### config.mk
export PLATFORM = sky130hd
export DESIGN_NAME = keypad_scanner
export DESIGN_NICKNAME = d
export VERILOG_FILES = /design/src/rtl/keypad_pkg.sv /design/src/rtl/sync_2ff.sv /design/src/rtl/keypad_scanner.sv
export SDC_FILE = /design/constraint.sdc
export NUM_CORES = 1
export LEC_CHECK = 0
export ABC_CLOCK_PERIOD_IN_PS = 2400
export CORE_AREA = 2 2 74 76
export CTS_CLUSTER_SIZE = 24
export DETAILED_ROUTE_END_ITERATION = 10
export DIE_AREA = 0 0 76 78
export PLACE_DENSITY_LB_ADDON = 0.1
export SETUP_SLACK_MARGIN = 0.1
export SLEW_MARGIN = 20
export SYNTH_ARGS = -nofsm -noshare
export SYNTH_HDL_FRONTEND = slang
export SYNTH_SLANG_ARGS = --single-unit
### constraint.sdc
create_clock -name clk -period 2.4 [get_ports clk]
set_input_delay 0.48 -clock clk [delete_from_list [all_inputs] [get_ports clk]]
set_output_delay 0.48 -clock clk [all_outputs]
set_load 0.005 [all_outputs]
### src/rtl/keypad_pkg.sv
// Shared types and constants for the keypad scanner.
// REPEAT_* constants are only consumed when KEYPAD_REPEAT_EN is defined.
package keypad_pkg;

  typedef enum logic [1:0] {
    SCAN,
    DEBOUNCE_PRESS,
    PRESSED,
    DEBOUNCE_RELEASE
  } state_t;

  // Indexed [row][col]; row0 is the top row, col0 the leftmost column.
  localparam logic [3:0] KEY_MAP [4][4] = '{
    '{4'h1, 4'h2, 4'h3, 4'hA},
    '{4'h4, 4'h5, 4'h6, 4'hB},
    '{4'h7, 4'h8, 4'h9, 4'hC},
    '{4'hE, 4'h0, 4'hF, 4'hD}
  };

  localparam int REPEAT_DELAY_TICKS = 6_000_000;
  localparam int REPEAT_TICKS       = 1_200_000;
  localparam int COL_SETTLE         = 2;

  // One-cold column drive for column index c.
  function automatic logic [3:0] col_drive(input logic [1:0] c);
    col_drive = ~(4'b0001 << c);
  endfunction

  // Lowest-index active-low row wins when several rows read low.
  function automatic logic [1:0] first_low_row(input logic [3:0] r);
    first_low_row = 2'd3;
    for (int i = 3; i >= 0; i--) begin
      if (!r[i]) first_low_row = 2'(i);
    end
  endfunction

endpackage

### src/rtl/sync_2ff.sv
// Parameterized-width two-flop synchronizer with async active-low reset.
module sync_2ff #(
  parameter int           W       = 1,
  parameter logic [W-1:0] RST_VAL = '0
) (
  input  logic         clk,
  input  logic         reset_n,
  input  logic [W-1:0] d,
  output logic [W-1:0] q
);

  logic [W-1:0] meta;

  always_ff @(posedge clk or negedge reset_n) begin
    if (!reset_n) begin
      meta <= RST_VAL;
      q    <= RST_VAL;
    end else begin
      meta <= d;
      q    <= meta;
    end
  end

endmodule

### src/rtl/keypad_scanner.sv
// 4x4 matrix keypad scanner: column scan, press/release debounce, two-digit history.
// Define KEYPAD_REPEAT_EN to add auto-repeat while a key stays held.
module keypad_scanner
  import keypad_pkg::*;
#(
  parameter int SCAN_TICKS     = 12_000,
  parameter int DEBOUNCE_TICKS = 240_000
) (
  input  logic       clk,
  input  logic       reset_n,
  input  logic [3:0] rows,
  output logic [3:0] cols,
  output logic [3:0] key_code,
  output logic       key_valid,
  output logic       key_held,
  output logic [3:0] digit_new,
  output logic [3:0] digit_old
);

  localparam int MAX_TICKS = (SCAN_TICKS > DEBOUNCE_TICKS) ? SCAN_TICKS : DEBOUNCE_TICKS;
  localparam int CW        = $clog2(MAX_TICKS + 1);

  logic [3:0]    rows_s;
  logic          rows_idle;
  state_t        state;
  logic [1:0]    col;
  logic [1:0]    col_nxt;
  logic [1:0]    cand_col;
  logic [3:0]    cand_rows;
  logic [3:0]    cand_code;
  logic [CW-1:0] cnt;

  // Rows idle high through the pull-ups, so the synchronizer resets to all-ones.
  sync_2ff #(
    .W       (4),
    .RST_VAL (4'hF)
  ) u_rows_sync (
    .clk     (clk),
    .reset_n (reset_n),
    .d       (rows),
    .q       (rows_s)
  );

  assign rows_idle = (rows_s == 4'hF);
  assign col_nxt   = col + 2'd1;
  assign cand_code = KEY_MAP[first_low_row(cand_rows)][cand_col];

`ifdef KEYPAD_REPEAT_EN
  localparam int RW = $clog2(REPEAT_DELAY_TICKS + 1);

  logic [RW-1:0] rpt_cnt;
  logic          rpt_first;
  logic [RW-1:0] rpt_limit;

  assign rpt_limit = rpt_first ? RW'(REPEAT_DELAY_TICKS - 1) : RW'(REPEAT_TICKS - 1);
`endif

  // cnt is shared: column dwell time in SCAN, matching run length in the debounce states.
  always_ff @(posedge clk or negedge reset_n) begin
    if (!reset_n) begin
      state     <= SCAN;
      col       <= 2'd0;
      cols      <= 4'b1110;
      cand_col  <= 2'd0;
      cand_rows <= 4'hF;
      cnt       <= '0;
      key_code  <= 4'h0;
      key_valid <= 1'b0;
      key_held  <= 1'b0;
      digit_new <= 4'h0;
      digit_old <= 4'h0;
`ifdef KEYPAD_REPEAT_EN
      rpt_cnt   <= '0;
      rpt_first <= 1'b1;
`endif
    end else begin
      key_valid <= 1'b0;
      case (state)
        SCAN: begin
          // rows_s lags cols by the synchronizer depth; wait it out before trusting rows.
          if (!rows_idle && cnt >= CW'(COL_SETTLE)) begin
            cand_col  <= col;
            cand_rows <= rows_s;
            cnt       <= '0;
            state     <= DEBOUNCE_PRESS;
          end else if (cnt == CW'(SCAN_TICKS - 1)) begin
            col  <= col_nxt;
            cols <= col_drive(col_nxt);
            cnt  <= '0;
          end else begin
            cnt <= cnt + CW'(1);
          end
        end

        DEBOUNCE_PRESS: begin
          if (rows_s != cand_rows) begin
            col   <= col_nxt;
            cols  <= col_drive(col_nxt);
            cnt   <= '0;
            state <= SCAN;
          end else if (cnt == CW'(DEBOUNCE_TICKS - 1)) begin
            key_code  <= cand_code;
            key_valid <= 1'b1;
            digit_old <= digit_new;
            digit_new <= cand_code;
            key_held  <= 1'b1;
            cnt       <= '0;
            state     <= PRESSED;
`ifdef KEYPAD_REPEAT_EN
            rpt_cnt   <= '0;
            rpt_first <= 1'b1;
`endif
          end else begin
            cnt <= cnt + CW'(1);
          end
        end

        PRESSED: begin
          if (rows_idle) begin
            cnt   <= '0;
            state <= DEBOUNCE_RELEASE;
          end
`ifdef KEYPAD_REPEAT_EN
          else if (rpt_cnt == rpt_limit) begin
            key_valid <= 1'b1;
            digit_old <= digit_new;
            digit_new <= key_code;
            rpt_cnt   <= '0;
            rpt_first <= 1'b0;
          end else begin
            rpt_cnt <= rpt_cnt + RW'(1);
          end
`endif
        end

        DEBOUNCE_RELEASE: begin
          if (!rows_idle) begin
            cnt   <= '0;
            state <= PRESSED;
          end else if (cnt == CW'(DEBOUNCE_TICKS - 1)) begin
            key_held <= 1'b0;
            col      <= col_nxt;
            cols     <= col_drive(col_nxt);
            cnt      <= '0;
            state    <= SCAN;
          end else begin
            cnt <= cnt + CW'(1);
          end
        end

        default: begin
          cnt   <= '0;
          state <= SCAN;
        end
      endcase
    end
  end

endmodule
==> PnR_summary.wiki <==
{| class="wikitable"
! Metric !! Value
|-
| Sink count of the clock tree || 50
|-
| Number of warnings printed during yosys synthesis || 0
|-
| Sum of net half-perimeters after detailed placement || 3180 um
|-
| Layout filler cell count || 427
|-
| FFs w/ async S/R, synth || 1.00
|-
| Number of enable-type register cells in the synthesized netlist || 0
|-
| Worst-case clock buffer depth || 2
|-
| Post-synthesis area per instance || 10.4 um2
|-
| CTS Buf Count || 5
|-
| Remaining routing DRC violations || 0
|-
| Cell taking the most area after synthesis || dfrtp_1
|-
| Initial Util || 0.491
|-
| Width of the die || 76 um
|-
| Final sum of negative setup slack || 0 ns
|-
| Transition time at the pin with the least slew margin || 0.577 ns
|-
| Antenna Cells || 0
|-
| Synth-to-Final Area Change || 23.1%
|-
| Setup repair after global routing missed its margin || yes
|-
| Die footprint || 5930 um2
|-
| Remaining global-route overflow || 0
|-
| CTS tree || done
|-
| RD Place Congestion || 0.834
|-
| Clock period minus final worst setup slack || 2.32 ns
|-
| Remaining max-slew budget at the tightest pin || 0.615
|-
| Overall Global Routing Usage || 0.170
|-
| Cell count after synthesis || 237
|-
| Maximum clock frequency || 431 MHz
|-
| Number of unique standard cell types used by synthesis || 44
|-
| Post-route clock period utilization || 0.967
|-
| Comb pwr share || 0.373
|-
| Seq/Total Area, Yosys || 0.513
|-
| Non-filler instance count after layout || 342
|-
| Count of vias placed by the detailed router || 1,822
|-
| Fraction of synthesized cell area taken by the top area cell type || 0.354
|-
| Classification of the worst-slack hold path || in -> async
|-
| Dpl cells || 328
|-
| Share of power burned in the clock network || 0.192
|-
| Maximum number of pins on one net before global-route repair || 27
|-
| Data arrival time of the critical path || 2.51 ns
|-
| Global-route wire length before repair || 8140 um
|-
| Nets@finish || 283
|-
| Largest fanout on the critical path || 4
|-
| IO Pins || 24
|-
| CTS root buffer || clkbuf_8
|-
| # setup viols final || 0
|-
| Area inside the core boundary || 5040 um2
|-
| Worst supply voltage drop on vdd || 0.428 mV
|-
| Sequential cell area || 1270 um2
|-
| Power spent charging and discharging nets || 943 uW
|-
| Number of antenna violations at the first check in global routing || 0
|-
| Port bufs || 23
|-
| CTS H-tree lvls || 2
|-
| Cell-internal power || 1.88 mW
|-
| Max cap viols || 0
|-
| Number of hold violations in the final report || 0
|-
| Hold WS || 0.160 ns
|-
| Biggest area contributors in the synthesized netlist || dfrtp_1, dfstp_2, nand2_1
|-
| Fraction of final layout cells with drive strength greater than 1 || 0.261
|-
| Power density over cell area || 927 nW/um2
|-
| Clock transition at path regs || 0.09 ns
|-
| Seq cells post-synth || 50
|-
| Critical path capture point type || register
|-
| Post-DR vias/cell || 5.33
|-
| Total Routed Length || 4790 um
|-
| Clock Latency Late Sink || 0.30 ns
|-
| Drt wl/cell || 14.0 um
|-
| Most used standard cell by instance count after synthesis || nand2_1
|-
| Antenna-violating nets left || 0
|-
| Switch share || 0.334
|-
| Mapped cell area || 2470 um2
|-
| Iteration count of the initial detailed-routing pass || 4
|-
| Synth Net Count || 249
|-
| Worst setup path category || reg -> reg
|-
| Count of standard-cell rows || 26
|-
| Part of the power in registers || 0.434
|-
| Multi-input combinational cell area || 1180 um2
|-
| Lkg Pwr || 1.34 nW
|-
| Iter 0 DRT Violations || 172
|-
| Crit start category || register
|-
| Vias in the first global route || 1,683
|-
| Final Slew Violations || 0
|-
| Run status || finished clean
|-
| Die H || 78 um
|-
| Dominant synthesized flop cell || dfrtp_1
|-
| Most instantiated cells after synthesis || nand2_1, dfrtp_1, nor2_1
|-
| Critical Path RT || 2.59 ns
|-
| Worst Skew || 0.00690 ns
|}
-- repair_timing --
item | in CTS | in global routing
resized for setup | 5 | 17
hold buffers | 0 | 0
pin swaps | 4 | 3
hold endpoints to repair | 0 | 0
buffers inserted | 2 | 4
endpoints found under the setup margin | 14 | 16
-- sequential cells by signal (all words and copies together), names as in the netlist --
register / count
digit_new: 4
state: 2
key_held: 1
digit_old: 4
key_valid: 1
col: 2
cand_rows: 4
cand_col: 2
u_rows_sync.meta: 4
cnt: 18
u_rows_sync.q: 4
cols: 4
-- metrics by stage --
| stage | instance area, um2 | power, mW | utilization | setup slack (ns) |
|---|---|---|---|---|
| 5_1_grt | 3040 | 3.01 | 0.604 | -0.0188 |
| 6_report | 3040 | 2.82 | 0.604 | 0.0791 |
| 2_1_floorplan | 2470 | 1.82 | - | 0.134 |
| 3_5_place_dp | 2810 | 2.08 | 0.557 | 0.0264 |
| 3_3_place_gp | 2810 | 2.07 | 0.557 | 0.142 |
| 4_1_cts | 2950 | 2.67 | 0.585 | 0.106 |
-- critical path: stages, from the launching register on --
cell and delay (ns):
dfrtp_2 0.46, buf_6 0.13, or4_4 0.50, nor2_4 0.13
a31o_4 0.18, nor3_4 0.05, a2111oi_4 0.43, mux2_4 0.33
-- cell type report --
class,count,area share
multi-input cells,165,0.387
inverters,10,0.0123
flip-flops and latches,50,0.418
well taps,70,0.0288
repair buffers,39,0.120
clock inverters,2,0.00329
clock buffers,6,0.0308
-- power by group through the flow --
stage	Sequential, mW	Combinational, mW	Clock (mW)
floorplan	1.11	0.701	0
CTS	1.21	0.886	0.568
global placement	1.22	0.847	0
global route	1.25	1.16	0.604
finish	1.23	1.05	0.542
detailed placement	1.23	0.858	0
-- cell families (layout without fill, tap and decap cells) --
family	Yosys count	after routing	share of synthesized area
AO/OA/AOI/OAI	28	28	0.0860
XOR/XNOR	17	17	0.0602
adder cells (fa/ha/maj)	6	6	0.0303
buffers and inverters	22	57	0.0410
flip-flops	50	50	0.513
multiplexers	15	15	0.0663
AND/OR/NAND/NOR	99	99	0.203
-- layer usage --
metal	track usage	vias to the layer above	wire length, um	share of wire
li1	-	884	-	-
met3	0.0360	7	207	0.043
met4	0.0673	0	82	0.017
met5	0	-	0	0
met2	0.246	52	2150	0.45
met1	0.252	879	2350	0.49
-- cell usage in the layout, fill, tap and decap left out, types with 8 or more instances in the layout --
cell	n
nand2_1	36
dfrtp_1	33
nor2_1	23
clkdlybuf4s50_1	22
dfstp_2	15
buf_4	13
xnor2_1	12
inv_1	9
nand3_1	8
o21ai_0	8
-- worst paths after layout --
path,startpoint,endpoint,slack (ns),depth (start not counted)
worst max register to register,cnt[1]$_DFFE_PN0N_,col[1]$_DFFE_PN0P_,0.08,7
min in group clk,u_rows_sync.meta[2]$_DFF_PN1_,u_rows_sync.q[2]$_DFF_PN1_,0.36,0
max in group asynchronous,reset_n,u_rows_sync.q[0]$_DFF_PN1_,1.62,2
worst min-delay path,reset_n,cnt[6]$_DFFE_PN0N_,0.16,1
worst max-delay path,cnt[1]$_DFFE_PN0N_,col[1]$_DFFE_PN0P_,0.08,7
worst min register to register,u_rows_sync.meta[2]$_DFF_PN1_,u_rows_sync.q[2]$_DFF_PN1_,0.36,0
Power figures use the tool's default switching activity.
